**src/rtl/pipe_pkg.sv**
```systemverilog
// Shared definitions for the pipeline control sequencer: FSM states,
// RV32 opcode constants, ALU op codes and control-vector bit indices.
package pipe_pkg;

  typedef enum logic [2:0] {
    ST_IDLE   = 3'd0,
    ST_RUN    = 3'd1,
    ST_LOAD2  = 3'd2,
    ST_BUBBLE = 3'd3,
    ST_HALT   = 3'd4
  } state_t;

  localparam logic [6:0]  OP_R        = 7'b0110011;
  localparam logic [6:0]  OP_IMM      = 7'b0010011;
  localparam logic [6:0]  OP_LOAD     = 7'b0000011;
  localparam logic [6:0]  OP_STORE    = 7'b0100011;
  localparam logic [6:0]  OP_BRANCH   = 7'b1100011;
  localparam logic [31:0] INST_EBREAK = 32'h00100073;

  localparam logic [3:0]  ALU_ADD = 4'b0000;
  localparam logic [3:0]  ALU_SUB = 4'b1000;

  // Control vector is ascending [0:12]; the ALU op field sits at [7:10]
  // with the op MSB at index 7.
  localparam int CTRL_W       = 13;
  localparam int CTRL_PC_SEL  = 0;
  localparam int CTRL_REG_WR  = 1;
  localparam int CTRL_IMM_SB  = 5;
  localparam int CTRL_ALU_SRC = 6;
  localparam int CTRL_OP_MSB  = 7;
  localparam int CTRL_OP_LSB  = 10;
  localparam int CTRL_DMEM_WR = 11;
  localparam int CTRL_WB_DMEM = 12;

  typedef logic [0:CTRL_W-1] ctrl_t;

  // Control word for the writeback cycle of a load.
  function automatic ctrl_t load2_ctrl();
    ctrl_t c;
    c = '0;
    c[CTRL_REG_WR]  = 1'b1;
    c[CTRL_WB_DMEM] = 1'b1;
    c[CTRL_ALU_SRC] = 1'b1;
    c[CTRL_OP_MSB:CTRL_OP_LSB] = ALU_ADD;
    return c;
  endfunction

endpackage

```
**src/rtl/pipe_decode.sv**
```systemverilog
// Pure combinational decode of an RV32 instruction word into the datapath
// control vector, plus classification flags used by the sequencer FSM.
module pipe_decode
  import pipe_pkg::*;
(
  input  logic [31:0] inst,
  input  logic        alu_zero,
  output ctrl_t       ctrl,
  output logic        is_load,
  output logic        is_ebreak,
  output logic        is_illegal
);

  logic [6:0] opcode;
  logic [2:0] funct3;
  logic       funct7_b5;

  assign opcode    = inst[6:0];
  assign funct3    = inst[14:12];
  assign funct7_b5 = inst[30];

  // Opcode/funct to control mapping; undecodable words leave ctrl at 0.
  always_comb begin
    ctrl       = '0;
    is_load    = 1'b0;
    is_ebreak  = 1'b0;
    is_illegal = 1'b0;
    if (inst == INST_EBREAK) begin
      is_ebreak = 1'b1;
    end else begin
      case (opcode)
        OP_R: begin
          ctrl[CTRL_REG_WR] = 1'b1;
          ctrl[CTRL_OP_MSB:CTRL_OP_LSB] = {funct7_b5, funct3};
        end
        OP_IMM: begin
          ctrl[CTRL_REG_WR]  = 1'b1;
          ctrl[CTRL_ALU_SRC] = 1'b1;
          // Only SRAI uses bit 30 as an op modifier; for other I-ALU ops
          // bit 30 is just immediate data.
          if (funct3 == 3'b101 && funct7_b5)
            ctrl[CTRL_OP_MSB:CTRL_OP_LSB] = 4'b1101;
          else
            ctrl[CTRL_OP_MSB:CTRL_OP_LSB] = {1'b0, funct3};
        end
        OP_LOAD: begin
          if (funct3 == 3'b010) begin
            ctrl[CTRL_ALU_SRC] = 1'b1;
            ctrl[CTRL_OP_MSB:CTRL_OP_LSB] = ALU_ADD;
            is_load = 1'b1;
          end else begin
            is_illegal = 1'b1;
          end
        end
        OP_STORE: begin
          if (funct3 == 3'b010) begin
            ctrl[CTRL_DMEM_WR] = 1'b1;
            ctrl[CTRL_IMM_SB]  = 1'b1;
            ctrl[CTRL_ALU_SRC] = 1'b1;
            ctrl[CTRL_OP_MSB:CTRL_OP_LSB] = ALU_ADD;
          end else begin
            is_illegal = 1'b1;
          end
        end
        OP_BRANCH: begin
          if (funct3[2:1] == 2'b00) begin
            ctrl[CTRL_IMM_SB] = 1'b1;
            ctrl[CTRL_OP_MSB:CTRL_OP_LSB] = ALU_SUB;
            // BEQ taken on zero, BNE taken on non-zero.
            ctrl[CTRL_PC_SEL] = alu_zero ^ funct3[0];
          end else begin
            is_illegal = 1'b1;
          end
        end
        default: is_illegal = 1'b1;
      endcase
    end
  end

endmodule

```
**src/rtl/pipe_ctrl.sv**
```systemverilog
// Control sequencer for the three-stage RV32 pipeline. Sequences issue,
// load writeback, post-branch bubble and halt. Optional retired-instruction
// counter built when PIPE_CTRL_PERF_EN is defined.
module pipe_ctrl
  import pipe_pkg::*;
(
  input  logic        clk,
  input  logic        rst_n,
  input  logic        run,
  input  logic [31:0] inst,
  input  logic        alu_zero,
  output logic [0:12] ctrl,
  output logic        pc_en,
  output logic        halted,
  output logic        illegal
`ifdef PIPE_CTRL_PERF_EN
  ,
  output logic [31:0] retired
`endif
);

  state_t state, state_next;
  logic   illegal_flag;
  ctrl_t  dec_ctrl;
  logic   dec_load, dec_ebreak, dec_illegal;
  logic   issue_stop;

  pipe_decode u_decode (
    .inst       (inst),
    .alu_zero   (alu_zero),
    .ctrl       (dec_ctrl),
    .is_load    (dec_load),
    .is_ebreak  (dec_ebreak),
    .is_illegal (dec_illegal)
  );

  assign issue_stop = dec_ebreak | dec_illegal;

  // Next-state and combinational control outputs per state.
  always_comb begin
    state_next = state;
    ctrl       = '0;
    pc_en      = 1'b0;
    case (state)
      ST_IDLE: begin
        if (run) state_next = ST_RUN;
      end
      ST_RUN: begin
        if (issue_stop) begin
          state_next = ST_HALT;
        end else begin
          ctrl  = dec_ctrl;
          pc_en = ~dec_load;
          if (dec_load)
            state_next = ST_LOAD2;
          else if (dec_ctrl[CTRL_PC_SEL])
            state_next = ST_BUBBLE;
        end
      end
      ST_LOAD2: begin
        ctrl       = load2_ctrl();
        pc_en      = 1'b1;
        state_next = ST_RUN;
      end
      ST_BUBBLE: begin
        // Stale fetch after a redirect: advance PC, issue nothing.
        pc_en      = 1'b1;
        state_next = ST_RUN;
      end
      ST_HALT: begin
        state_next = ST_HALT;
      end
      default: state_next = ST_IDLE;
    endcase
  end

  assign halted  = (state == ST_HALT);
  // Reported in the offending issue cycle already, then held by the flag.
  assign illegal = illegal_flag | ((state == ST_RUN) & dec_illegal);

  // State register and sticky illegal flag.
  always_ff @(posedge clk or negedge rst_n) begin
    if (!rst_n) begin
      state        <= ST_IDLE;
      illegal_flag <= 1'b0;
    end else begin
      state <= state_next;
      if (state == ST_RUN && dec_illegal)
        illegal_flag <= 1'b1;
    end
  end

`ifdef PIPE_CTRL_PERF_EN
  logic retire_evt;

  // A load retires on its writeback cycle, everything else on issue.
  assign retire_evt = ((state == ST_RUN) & ~issue_stop & ~dec_load) |
                      (state == ST_LOAD2);

  // Retired-instruction counter, free-running wrap.
  always_ff @(posedge clk or negedge rst_n) begin
    if (!rst_n)
      retired <= '0;
    else if (retire_evt)
      retired <= retired + 32'd1;
  end
`endif

endmodule

```
**config.mk**
```make
export PLATFORM = sky130hd
export DESIGN_NAME = pipe_ctrl
export DESIGN_NICKNAME = d
export VERILOG_FILES = /design/src/rtl/pipe_pkg.sv /design/src/rtl/pipe_decode.sv /design/src/rtl/pipe_ctrl.sv
export SDC_FILE = /design/constraint.sdc
export NUM_CORES = 1
export LEC_CHECK = 0
export BUFFER_PORTS_ARGS = -buffer_cell sky130_fd_sc_hd__buf_2
export CORE_MARGIN = 2
export CORE_UTILIZATION = 34
export DETAILED_ROUTE_END_ITERATION = 6
export PLACE_DENSITY_LB_ADDON = 0.12
export SKIP_CTS_REPAIR_TIMING = 1
export SYNTH_ARGS = -nofsm -noshare
export SYNTH_HDL_FRONTEND = slang
export SYNTH_SLANG_ARGS = --single-unit
export TNS_END_PERCENT = 5
```
**constraint.sdc**
```tcl
create_clock -name clk -period 1.75 [get_ports clk]
set_clock_uncertainty 0.2 [all_clocks]
set_input_delay 0.0875 -clock clk [delete_from_list [all_inputs] [get_ports clk]]
set_output_delay 0.0875 -clock clk [all_outputs]
set_load 0.01 [all_outputs]
```
# Word level (Yosys, flattened, before mapping)
# Index checks and enable logic that the tools add are counted.
[totals]
ff_bits = 4
latchBits = 0
mem_bits_rw = 0
rom_bits = 0
in_bits = 36
out_inout_bits = 16
wordCells = 60
n_memories = 0
[classes]
n_addsub = 0
multipliers = 0
n_div = 0
n_lt_le_gt_ge = 0
eq_ne = 14
shift = 0
muxes = 31
bitwise = 5
n_reduce_logical = 8
[ops]
columns = ["cell", "count"]
rows = [
  ["equality test 32 x 21 -> 1 bit, second input constant", 1],
  ["one-hot mux 13 bit (2 select lines)", 1],
  ["one-hot mux 4 bit (5 select lines)", 1],
  ["equality test 7 x 6 -> 1 bit, second input constant", 2],
  ["two-way mux 7 bit", 2],
  ["two-way mux 1 bit", 13],
  ["two-way mux 13 bit", 1],
  ["two-way mux 3 bit", 4],
  ["one-hot mux 3 bit (4 select lines)", 1],
  ["equality test 3 x 2 -> 1 bit, second input constant", 3],
  ["two-way mux 4 bit", 2],
  ["equality test 7 x 2 -> 1 bit, second input constant", 1],
  ["equality test 7 x 5 -> 1 bit, second input constant", 1],
  ["equality test 7 bit, second input constant", 1],
  ["equality test 3 bit, second input constant", 2],
  ["one-hot mux 1 bit (3 select lines)", 2],
  ["OR reduction 2 bit", 3],
  ["two-way mux 5 bit", 1],
  ["inequality test 4 bit, second input constant", 1],
  ["one-hot mux 1 bit (2 select lines)", 2],
  ["equality test 3 x 1 -> 1 bit, second input constant", 1],
  ["logical NOT 3 bit", 1],
  ["logical AND 1 bit", 2],
  ["logical NOT 2 bit", 1],
  ["other kinds (7)", 8],
]

# Depth between registers and ports, before layout
# Gate-level depths: netlist of run 1.
[logic_depth]
depth_word = 8
depth_mapped = 4
depth_no_buf = 4

# Modules after synthesis
# Synthesis of run 1 repeated with hierarchy kept, for this count alone.
[unflattened]
cells_unflattened = 84
hier_area_um2 = 616.8
[modules_own_cells]
columns = ["module", "instances", "cells_per_inst", "area_per_inst_um2"]
rows = [
  ["pipe_ctrl", 1, 40, 332.8],
  ["pipe_decode", 1, 44, 284.0],
]

# Worst setup path after synthesis of run 1
# OpenSTA, ideal clock, no wires.
[synth_timing]
path_type = "register to output"
start = "reg state[1]"
end = "out ctrl[0] in the netlist's numbering"
arrival_time_ns = 1.363
required_time_ns = 1.462
slack_ns = 0.100
stages_incl_launch_ff = 3
path_buffers = 0
cell_sequence = "dfrtp_1 -> or3b_2 -> nor4_1"
[synth_between]
elab_chain_cells = 2
[synth_rtl]
columns = ["element", "line_no", "rtl"]
rows = [
  ["start, declared", "pipe_ctrl.sv:22", "state_t state, state_next;"],
  ["start signal, assigned", "pipe_ctrl.sv:87", "state <= state_next;"],
  ["equality test 3 x 2 -> 1 bit or equality test 3 x 1 -> 1 bit (tied branches)", "pipe_ctrl.sv:44", "case (state)"],
  ["one-hot mux 13 bit (2 select lines) *", "pipe_ctrl.sv:44", ""],
  ["end, declared", "pipe_ctrl.sv:12", "output logic [0:12] ctrl,"],
]
# Every way passes the cells marked *; elsewhere a longest branch is shown, timed or not.

# Worst setup path after layout of run 1
# Same ends and word-level chain as after synthesis.

==> results.json, run 1 <==
{
  "dieArea_um2": 1811,
  "gp_congestion": 0.7442,
  "min_period_ns": 1.719,
  "post-place-ws_ns": 0.04036,
  "viasPerCell": 5.100,
  "grt_use_total_pct": 16.46,
  "status": "finished, violations left",
  "setup_violations": 0,
  "timing.rr.end": "state[1]",
  "synth_area_leader_cell": "dfrtp_1",
  "yosysWarnings": 0,
  "diodes": 0,
  "syn2layout_area_growth_pct": 83.66,
  "ant_nets": 0,
  "path_class": "register to output port",
  "ff2ff_path_depth": 2,
  "htree_levels": 1,
  "hpwl_mm": 1.260,
  "worstHoldPathType": "primary input to async pin",
  "p_per_area_nw_per_um2": 529.6,
  "ioPinCount": 52,
  "layout-drive-gt1-share_pct": 57.60,
  "clk_latency_ns": 0.23,
  "die_y_um": 42.56,
  "yosys-top-cells-area": "dfrtp_1 (20%), nor4_1 (7.4%), nand2b_1 (6.2%), nand4bb_4 (5.4%), buf_4 (4.5%)",
  "tritoncts": "built",
  "max_clock_freq_mhz": 581.7,
  "drtIter0Drc": 5,
  "vias": 714,
  "slew_violations": 0,
  "start_util_pct": 37.44,
  "cp-end-kind": "output port",
  "start_kind": "register",
  "failed_checks": "hold timing",
  "cts_sinks": 4,
  "worst_path_largest_cell_delay_ns": 0.43,
  "cp.arrival_ns": 1.43,
  "first_pass_iters": 4,
  "nets": 163,
  "setup_slack_ns": 0.03097,
  "min_period_over_period_pct": 98.23,
  "place_inst": 135,
  "critical_path.cell_chain": "or3b_4, nor4_2, buf_2",
  "design.core.area_um2": 1350,
  "synthCells": 65,
  "drc": 0,
  "avgSynthCellArea_um2": 7.777,
  "die_x_um": 42.56,
  "grt_max_degree": 12,
  "cp_max_fo": 5,
  "cts.reportedPaths.clkPinSlew_ns": 0.04,
  "seq_area_frac_synth_pct": 19.80,
  "num_rows": 13,
  "rsz0062_at_grt": "yes",
  "grt_pass1_vias": 604,
  "antenna_found_initial": 0,
  "cts-root-buf": "clkbuf_4",
  "grt-ovfl-total": 0,
  "port_buffers": 48,
  "hold_slack_ns": -0.01461,
  "max_cap_violations": 0,
  "grt_pass1_wl_mm": 2.290,
  "mappedNetlistArea_um2": 505.5,
  "final_cells": 140,
  "r2r_setup_slack_ns": 0.41,
  "synthDistinctLibCells": 32,
  "leakage_nw": 0.4625,
  "hold_viol": 4,
  "synth_top_area_share_pct": 19.80,
  "cts_buffers": 3,
  "irDropWorstVdd_mv": 0.3913,
  "placed_area_um2": 813.3,
  "rr_startpoint": "state[1]",
  "wl_per_cell_um": 10.69,
  "ctsLongestPathBuffers": 2,
  "final_cell_area_um2": 928.4,
  "drt-total-wl_mm": 1.496,
  "crit_slowest_cell": "or3b_4",
  "worstPathRequired_ns": 1.46,
  "ys_ff_latch": 4
}
## cells in the mapped netlist
cell type  count
nand4bb_1      1
nand4bb_4      1
or3_1          1
xnor2_1        1
nor4b_1        2
nand3b_1       1
nand4_1        1
a31o_1         2
nor3_1         4
a21o_1         1
conb_1         1
dfrtp_1        4
nand2_1        6
a31oi_1        1
a211oi_1       1
clkbuf_1       1
and3_1         1
buf_4          3
inv_1          2
nor4_1         6
and2_1         3
nand2b_1       5
nor2_1         4
or2_4          1
a2bb2oi_1      1
nand3_1        1
nor3b_1        2
a21oi_1        2
o221ai_1       1
a41oi_1        1
mux2i_1        1
or3b_2         2
## per-stage QoR
step	power [mW]	utilization (%)	TNS, ns
2_1_floorplan	0.2292	-	0
3_3_place_gp	0.3404	60.24	0
3_5_place_dp	0.3452	60.24	0
4_1_cts	0.4622	61.91	-0.2502
5_1_grt	0.5235	68.77	-0.1202
6_report	0.4917	68.77	0
## cell usage in the layout, fill, tap and decap left out, types with 2 or more instances in the layout
master          n
nand4bb_4       2
a31o_1          2
conb_1          3
nor4_1          4
dlygate4sd3_1   2
buf_2          48
dfrtp_1         4
and2_1          3
nor2_1          4
buf_4           9
nand2b_1        5
nor3_1          3
clkbuf_4        3
nand2_1         6
inv_1           2
a21oi_1         2
## sequential cells by signal, indices dropped and copies added (netlist names)
signal and flops:
state 3, illegal_flag 1
## report_power, final
group / leakage [nW] / switching (mW) / internal (mW) / total, mW
clock network: 0.0138 / 0.0364 / 0.0766 / 0.113
logic: 0.401 / 0.119 / 0.139 / 0.258
registers: 0.0479 / 0.00879 / 0.112 / 0.121
## how the worst max path moves through the flow
| stage | from | end | slack (ns) | cells past startpoint |
|---|---|---|---|---|
| floorplan | state[1] | ctrl[0] | 0.1 | 2 |
| global placement | inst[2] | illegal | 0.05 | 6 |
| detailed placement | inst[2] | illegal | 0.04 | 6 |
| CTS | state[1] | ctrl[0] | -0.10 | 3 |
| global route | state[1] | ctrl[8] | -0.04 | 5 |
| finish | state[1] | ctrl[0] | 0.03 | 3 |
## kinds of logic (layout without fill, tap and decap cells)
group                  count (synthesis)  after routing  synth area share [%]
AND/OR/NAND/NOR                       42             42                 54.21
AO/OA/AOI/OAI                         10             10                 14.86
buffers and inverters                  6             64                 6.683
flip-flops                             4              4                 19.80
other                                  1              3                0.7419
XOR/XNOR                               1              1                 1.733
multiplexers                           1              1                 1.980
## per-layer routing
layer  vias to the layer above  wire (um)  global-route usage, %
li1                        362          -                      -
met5                         -          0                      0
met2                        30        774                  30.15
met1                       322        618                  18.28
met4                         0          0                  7.500
met3                         0        103                  2.586
## layout make-up
class                   instances  area, um^2
inverters                       2       7.507
multi-input cells              57       451.7
repair buffers                 59       327.8
flip-flops and latches          4       100.1
clock buffers                   3       22.52
well taps                      15       18.77
fillers                       129       421.7
## critical path: cells and delay by family, from the launching register on
kind | cells | cell delay [ns]
buffers and inverters | 1 | 0.16
flip-flops | 1 | 0.37
AND/OR/NAND/NOR | 2 | 0.67
Power figures use the tool's default switching activity.
==> run 2: changes to the inputs <==
==> constraint.sdc (replaced) <==
create_clock -name clk -period 1.75 [get_ports clk]
set_clock_uncertainty 0.2 [all_clocks]
set_input_delay 0.0875 -clock clk [delete_from_list [all_inputs] [get_ports clk]]
set_output_delay 0.0875 -clock clk [all_outputs]
set_load 0.005 [all_outputs]
==> run 2 against run 1 <==
Compared with the run above: routed wire length grew 1.9%; the run still ends with hold timing left; largest power group unchanged; critical path type is now primary input to output port; first-iteration DRC count fell by 20%; clock-buffer cell count did not move; sequential power about the same; sequential share of layout area increased by 0.47 points; sequential cell count unchanged.
==> results.json, run 2 (same netlist as run 1, synthesis figures left out) <==
{
  "status": "finished, violations left",
  "failed_checks": "hold timing",
  "ctsLongestPathBuffers": 2,
  "total_power_mw": 0.4811,
  "wl_per_cell_um": 10.97,
  "met2WireLength_um": 772,
  "multiInputGateArea_um2": 420.4,
  "design.core.area_um2": 1350,
  "start_util_pct": 37.44,
  "ioPinCount": 52,
  "grt-ovfl-total": 0,
  "cp-end-kind": "output port",
  "cp_num_cells": 6,
  "setup_violations": 0,
  "syn2layout_area_growth_pct": 75.99,
  "drt-total-wl_mm": 1.525,
  "final_cells": 139,
  "cp_max_fo": 4,
  "largest_reg_flops": 3,
  "port_buffers": 48,
  "grt_pass1_wl_mm": 2.318,
  "grt_pass1_vias": 609,
  "dieArea_um2": 1811,
  "p_per_area_nw_per_um2": 540.8,
  "post-place-ws_ns": 0.02605,
  "cts_sinks": 4,
  "largest_registers": "state (3), illegal_flag (1)",
  "leakage_nw": 0.4518,
  "grt_use_total_pct": 16.36,
  "layout-drive-gt1-share_pct": 55.65,
  "worstPathRequired_ns": 1.46,
  "placed_area_um2": 805.8,
  "num_rows": 13,
  "cts.reportedPaths.clkPinSlew_ns": 0.04,
  "first_pass_iters": 2,
  "min_period_ns": 1.718,
  "antenna_found_initial": 0,
  "place_inst": 134,
  "critical_path.cell_chain": "buf_2, nand4bb_4, or2_4, or3_4, a31o_1, buf_2",
  "vias": 714,
  "wl_met1_um": 634,
  "hold_viol": 4,
  "hpwl_mm": 1.250,
  "die_x_um": 42.56,
  "drc": 0,
  "rsz0062_at_grt": "yes",
  "cts_buffers": 3,
  "critPathMostFrequentCell": "buf_2",
  "finalCoreUtilization_pct": 65.89,
  "worstHoldPathType": "primary input to async pin",
  "met3_length_um": 118,
  "path_class": "primary input to output port",
  "min_period_over_period_pct": 98.19,
  "regMostFlops": "state",
  "cts-root-buf": "clkbuf_4",
  "worst_path_largest_cell_delay_ns": 0.39,
  "slew_violations": 0,
  "setup_slack_ns": 0.03163,
  "drtIter0Drc": 4,
  "die_y_um": 42.56,
  "nets": 162,
  "gp_congestion": 0.7294,
  "viasPerCell": 5.137,
  "crit_slowest_cell": "or3_4",
  "fillCellCount": 127,
  "cp.arrival_ns": 1.43,
  "irDropWorstVdd_mv": 0.4930,
  "clk_latency_ns": 0.24,
  "cp_top_family": "simple AND/OR/NAND/NOR gates",
  "top_layer": "met3",
  "grt_max_degree": 12,
  "final_cell_area_um2": 889.6,
  "tritoncts": "built",
  "crit_buf_inv": 2,
  "hold_slack_ns": -0.006323,
  "start_kind": "primary input",
  "htree_levels": 1,
  "final.setup.tns_ns": 0,
  "most-common-layout-cells": "buf_2 (48), buf_4 (8), nand2_1 (6), nand2b_1 (5)",
  "regArea_um2": 100.1,
  "layout_commonest_cell": "buf_2",
  "ant_nets": 0,
  "ff2ff_path_depth": 2,
  "max_cap_violations": 0,
  "max_clock_freq_mhz": 581.9,
  "diodes": 0
}
-- run 2: power breakdown --
group	switching, mW	total, mW	internal (mW)
Combinational	0.109	0.245	0.136
Sequential	0.00918	0.121	0.112
Clock	0.0385	0.115	0.0768
-- run 2: layout make-up --
class                   count  share of cell area, %
well taps                  15                  2.110
flip-flops and latches      4                  11.25
repair buffers             58                  36.01
clock buffers               3                  2.532
multi-input cells          57                  47.26
inverters                   2                 0.8439
-- run 2: worst paths after layout --
kind | from | endpoint | slack (ns)
max | inst[2] | illegal | 0.03
min | rst_n | state[0] | -0.006
max reg2reg | state[1] | state[1] | 0.39
min reg2reg | illegal_flag | illegal_flag | 0.27
max in group asynchronous | rst_n | illegal_flag | 1.24
min in group clk | inst[4] | state[1] | 0.01
-- run 2: per-layer routing --
layer  vias up  track usage (%)
met5         -                0
met4         0            1.875
met3         0            5.172
met2        34            30.77
met1       319            18.23
li1        361                -
==> run 3: changes to the inputs <==
--- a/config.mk
+++ b/config.mk
@@ -7,9 +7,10 @@
 export LEC_CHECK = 0
 export BUFFER_PORTS_ARGS = -buffer_cell sky130_fd_sc_hd__buf_2
 export CORE_MARGIN = 2
-export CORE_UTILIZATION = 34
+export CORE_UTILIZATION = 37
 export DETAILED_ROUTE_END_ITERATION = 6
 export PLACE_DENSITY_LB_ADDON = 0.12
+export SETUP_SLACK_MARGIN = 0.02
 export SKIP_CTS_REPAIR_TIMING = 1
 export SYNTH_ARGS = -nofsm -noshare
 export SYNTH_HDL_FRONTEND = slang
==> constraint.sdc (replaced) <==
create_clock -name clk -period 2.1 [get_ports clk]
set_clock_uncertainty 0.2 [all_clocks]
set_input_delay 0.105 -clock clk [delete_from_list [all_inputs] [get_ports clk]]
set_output_delay 0.105 -clock clk [all_outputs]
set_load 0.005 [all_outputs]
==> run 3 against run 2 <==
Compared with the run above: the flow still finishes with violations (hold timing); combinational power down 42%; register-to-register slack improved by 0.20 ns; die area shrank 7.4%; hold slack better by 0.0059 ns; via count shrank 4.5%; cell area decreased by 11%; sequential share of layout area increased by 1.3 points; global-route usage rose by 2.2 points; core utilization decreased by 4.0 points; power fell by 27%; sequential cell count is the same; critical path type is now register to output port.
==> results.json, run 3 (same netlist as run 1, synthesis figures left out) <==
{
  "cp-end-kind": "output port",
  "die_y_um": 40.96,
  "cts_sinks": 4,
  "setup_slack_ns": 0.1843,
  "diodes": 0,
  "tritoncts": "built",
  "ff2ff_path_depth": 2,
  "setup_violations": 0,
  "ctsLongestPathBuffers": 2,
  "seqPwrFrac_pct": 32.2,
  "hpwl_mm": 1.216,
  "final_cells": 132,
  "largest_reg_flops": 3,
  "vias": 682,
  "path_class": "register to output port",
  "syn2layout_area_growth_pct": 57.43,
  "worstPathRequired_ns": 1.79,
  "viasPerCell": 5.167,
  "port_buffers": 48,
  "num_rows": 13,
  "combPwrFrac_pct": 40.0,
  "post-place-ws_ns": 0.3293,
  "internal_power_mw": 0.2362,
  "most-common-layout-cells": "buf_2 (48), nand2_1 (6), nor4_1 (6), nand2b_1 (5)",
  "regMostFlops": "state",
  "layout-drive-gt1-share_pct": 47.86,
  "drt-total-wl_mm": 1.400,
  "timing.rr.end": "state[1]",
  "place_inst": 127,
  "hold_slack_ns": -0.0004542,
  "grt_pass1_vias": 581,
  "failed_checks": "hold timing",
  "status": "finished, violations left",
  "min_period_ns": 1.916,
  "drc": 0,
  "irDropWorstVdd_mv": 0.3870,
  "grt_pass1_wl_mm": 2.070,
  "wl_per_cell_um": 10.61,
  "min_period_over_period_pct": 91.23,
  "crit_slowest_cell": "or3b_2",
  "hold_end": "state[1]",
  "cts_buffers": 3,
  "die_x_um": 40.96,
  "leakage_nw": 0.4138,
  "cp_max_fo": 5,
  "p_switching_mw": 0.1174,
  "crit_buf_inv": 1,
  "min_from": "inst[4]",
  "layout_commonest_cell": "buf_2",
  "critical_path.cell_chain": "or3b_2, nor4_1, buf_2",
  "power.share.clock_pct": 27.8,
  "grt-ovfl-total": 0,
  "grt_max_degree": 13,
  "worstHoldPathType": "primary input to register",
  "r2r_setup_slack_ns": 0.59,
  "hold_viol": 1,
  "grt_use_total_pct": 18.58,
  "htree_levels": 1,
  "finalCoreUtilization_pct": 61.93,
  "gp_congestion": 0.7611,
  "cp_top_family": "simple AND/OR/NAND/NOR gates",
  "worst_path_largest_cell_delay_ns": 0.54,
  "design.core.area_um2": 1285,
  "start_util_pct": 39.34,
  "cp.arrival_ns": 1.61,
  "nets": 155,
  "drtIter0Drc": 7,
  "max_cap_violations": 0,
  "rr_startpoint": "state[1]",
  "p_per_area_nw_per_um2": 444.3,
  "cp_num_cells": 3,
  "dieArea_um2": 1678,
  "antenna_found_initial": 0,
  "cts.reportedPaths.clkPinSlew_ns": 0.04,
  "largest_registers": "state (3), illegal_flag (1)",
  "start_kind": "register",
  "ant_nets": 0,
  "cts-root-buf": "clkbuf_4",
  "rsz0062_at_grt": "no",
  "ioPinCount": 52,
  "p_sw_share_pct": 33.20,
  "first_pass_iters": 3,
  "worstHoldPathCells": 2,
  "clk_latency_ns": 0.23,
  "final.setup.tns_ns": 0,
  "slew_violations": 0,
  "max_clock_freq_mhz": 522.0
}
-- run 3: per-layer routing --
layer / vias up / share of wire (%) / wire [um] / GRT usage [%]
met5: - / 0 / 0 / 0
met4: 0 / 0 / 0 / 5.000
met3: 0 / 7.9 / 111 / 3.261
met2: 33 / 52 / 732 / 37.50
met1: 304 / 40 / 556 / 18.75
li1: 345 / - / - / -
-- run 3: final cells by class --
class | instances | area [um^2]
clock buffer | 3 | 22.52
fill | 132 | 489.2
inverter | 2 | 7.507
multi-input combinational | 57 | 379.1
sequential | 4 | 100.1
tap | 15 | 18.77
timing repair buffer | 51 | 267.8
-- run 3: worst max path at each step --
stage | start | to | slack (ns)
global placement | inst[14] | illegal | 0.33
detailed placement | inst[14] | illegal | 0.33
CTS | state[1] | ctrl[0] | 0.19
global route | state[1] | ctrl[0] | 0.08
floorplan | state[1] | ctrl[0] | 0.57
finish | state[1] | ctrl[0] | 0.18
-- run 3: stage by stage --
stage / area [um^2] / power, mW
6_report: 795.8 / 0.3536
5_1_grt: 795.8 / 0.3797
4_1_cts: 775.7 / 0.3512
3_5_place_dp: 753.2 / 0.2544
3_3_place_gp: 753.2 / 0.2512
2_1_floorplan: 513.0 / 0.1856
-- run 3: power by group through the flow --
stage	registers, mW	logic, mW	clock network, mW
final	0.114	0.141	0.0982
after global placement	0.114	0.137	0
after detailed placement	0.115	0.140	0
after global routing	0.117	0.161	0.102
after floorplan	0.110	0.0758	0
after CTS	0.114	0.140	0.0976
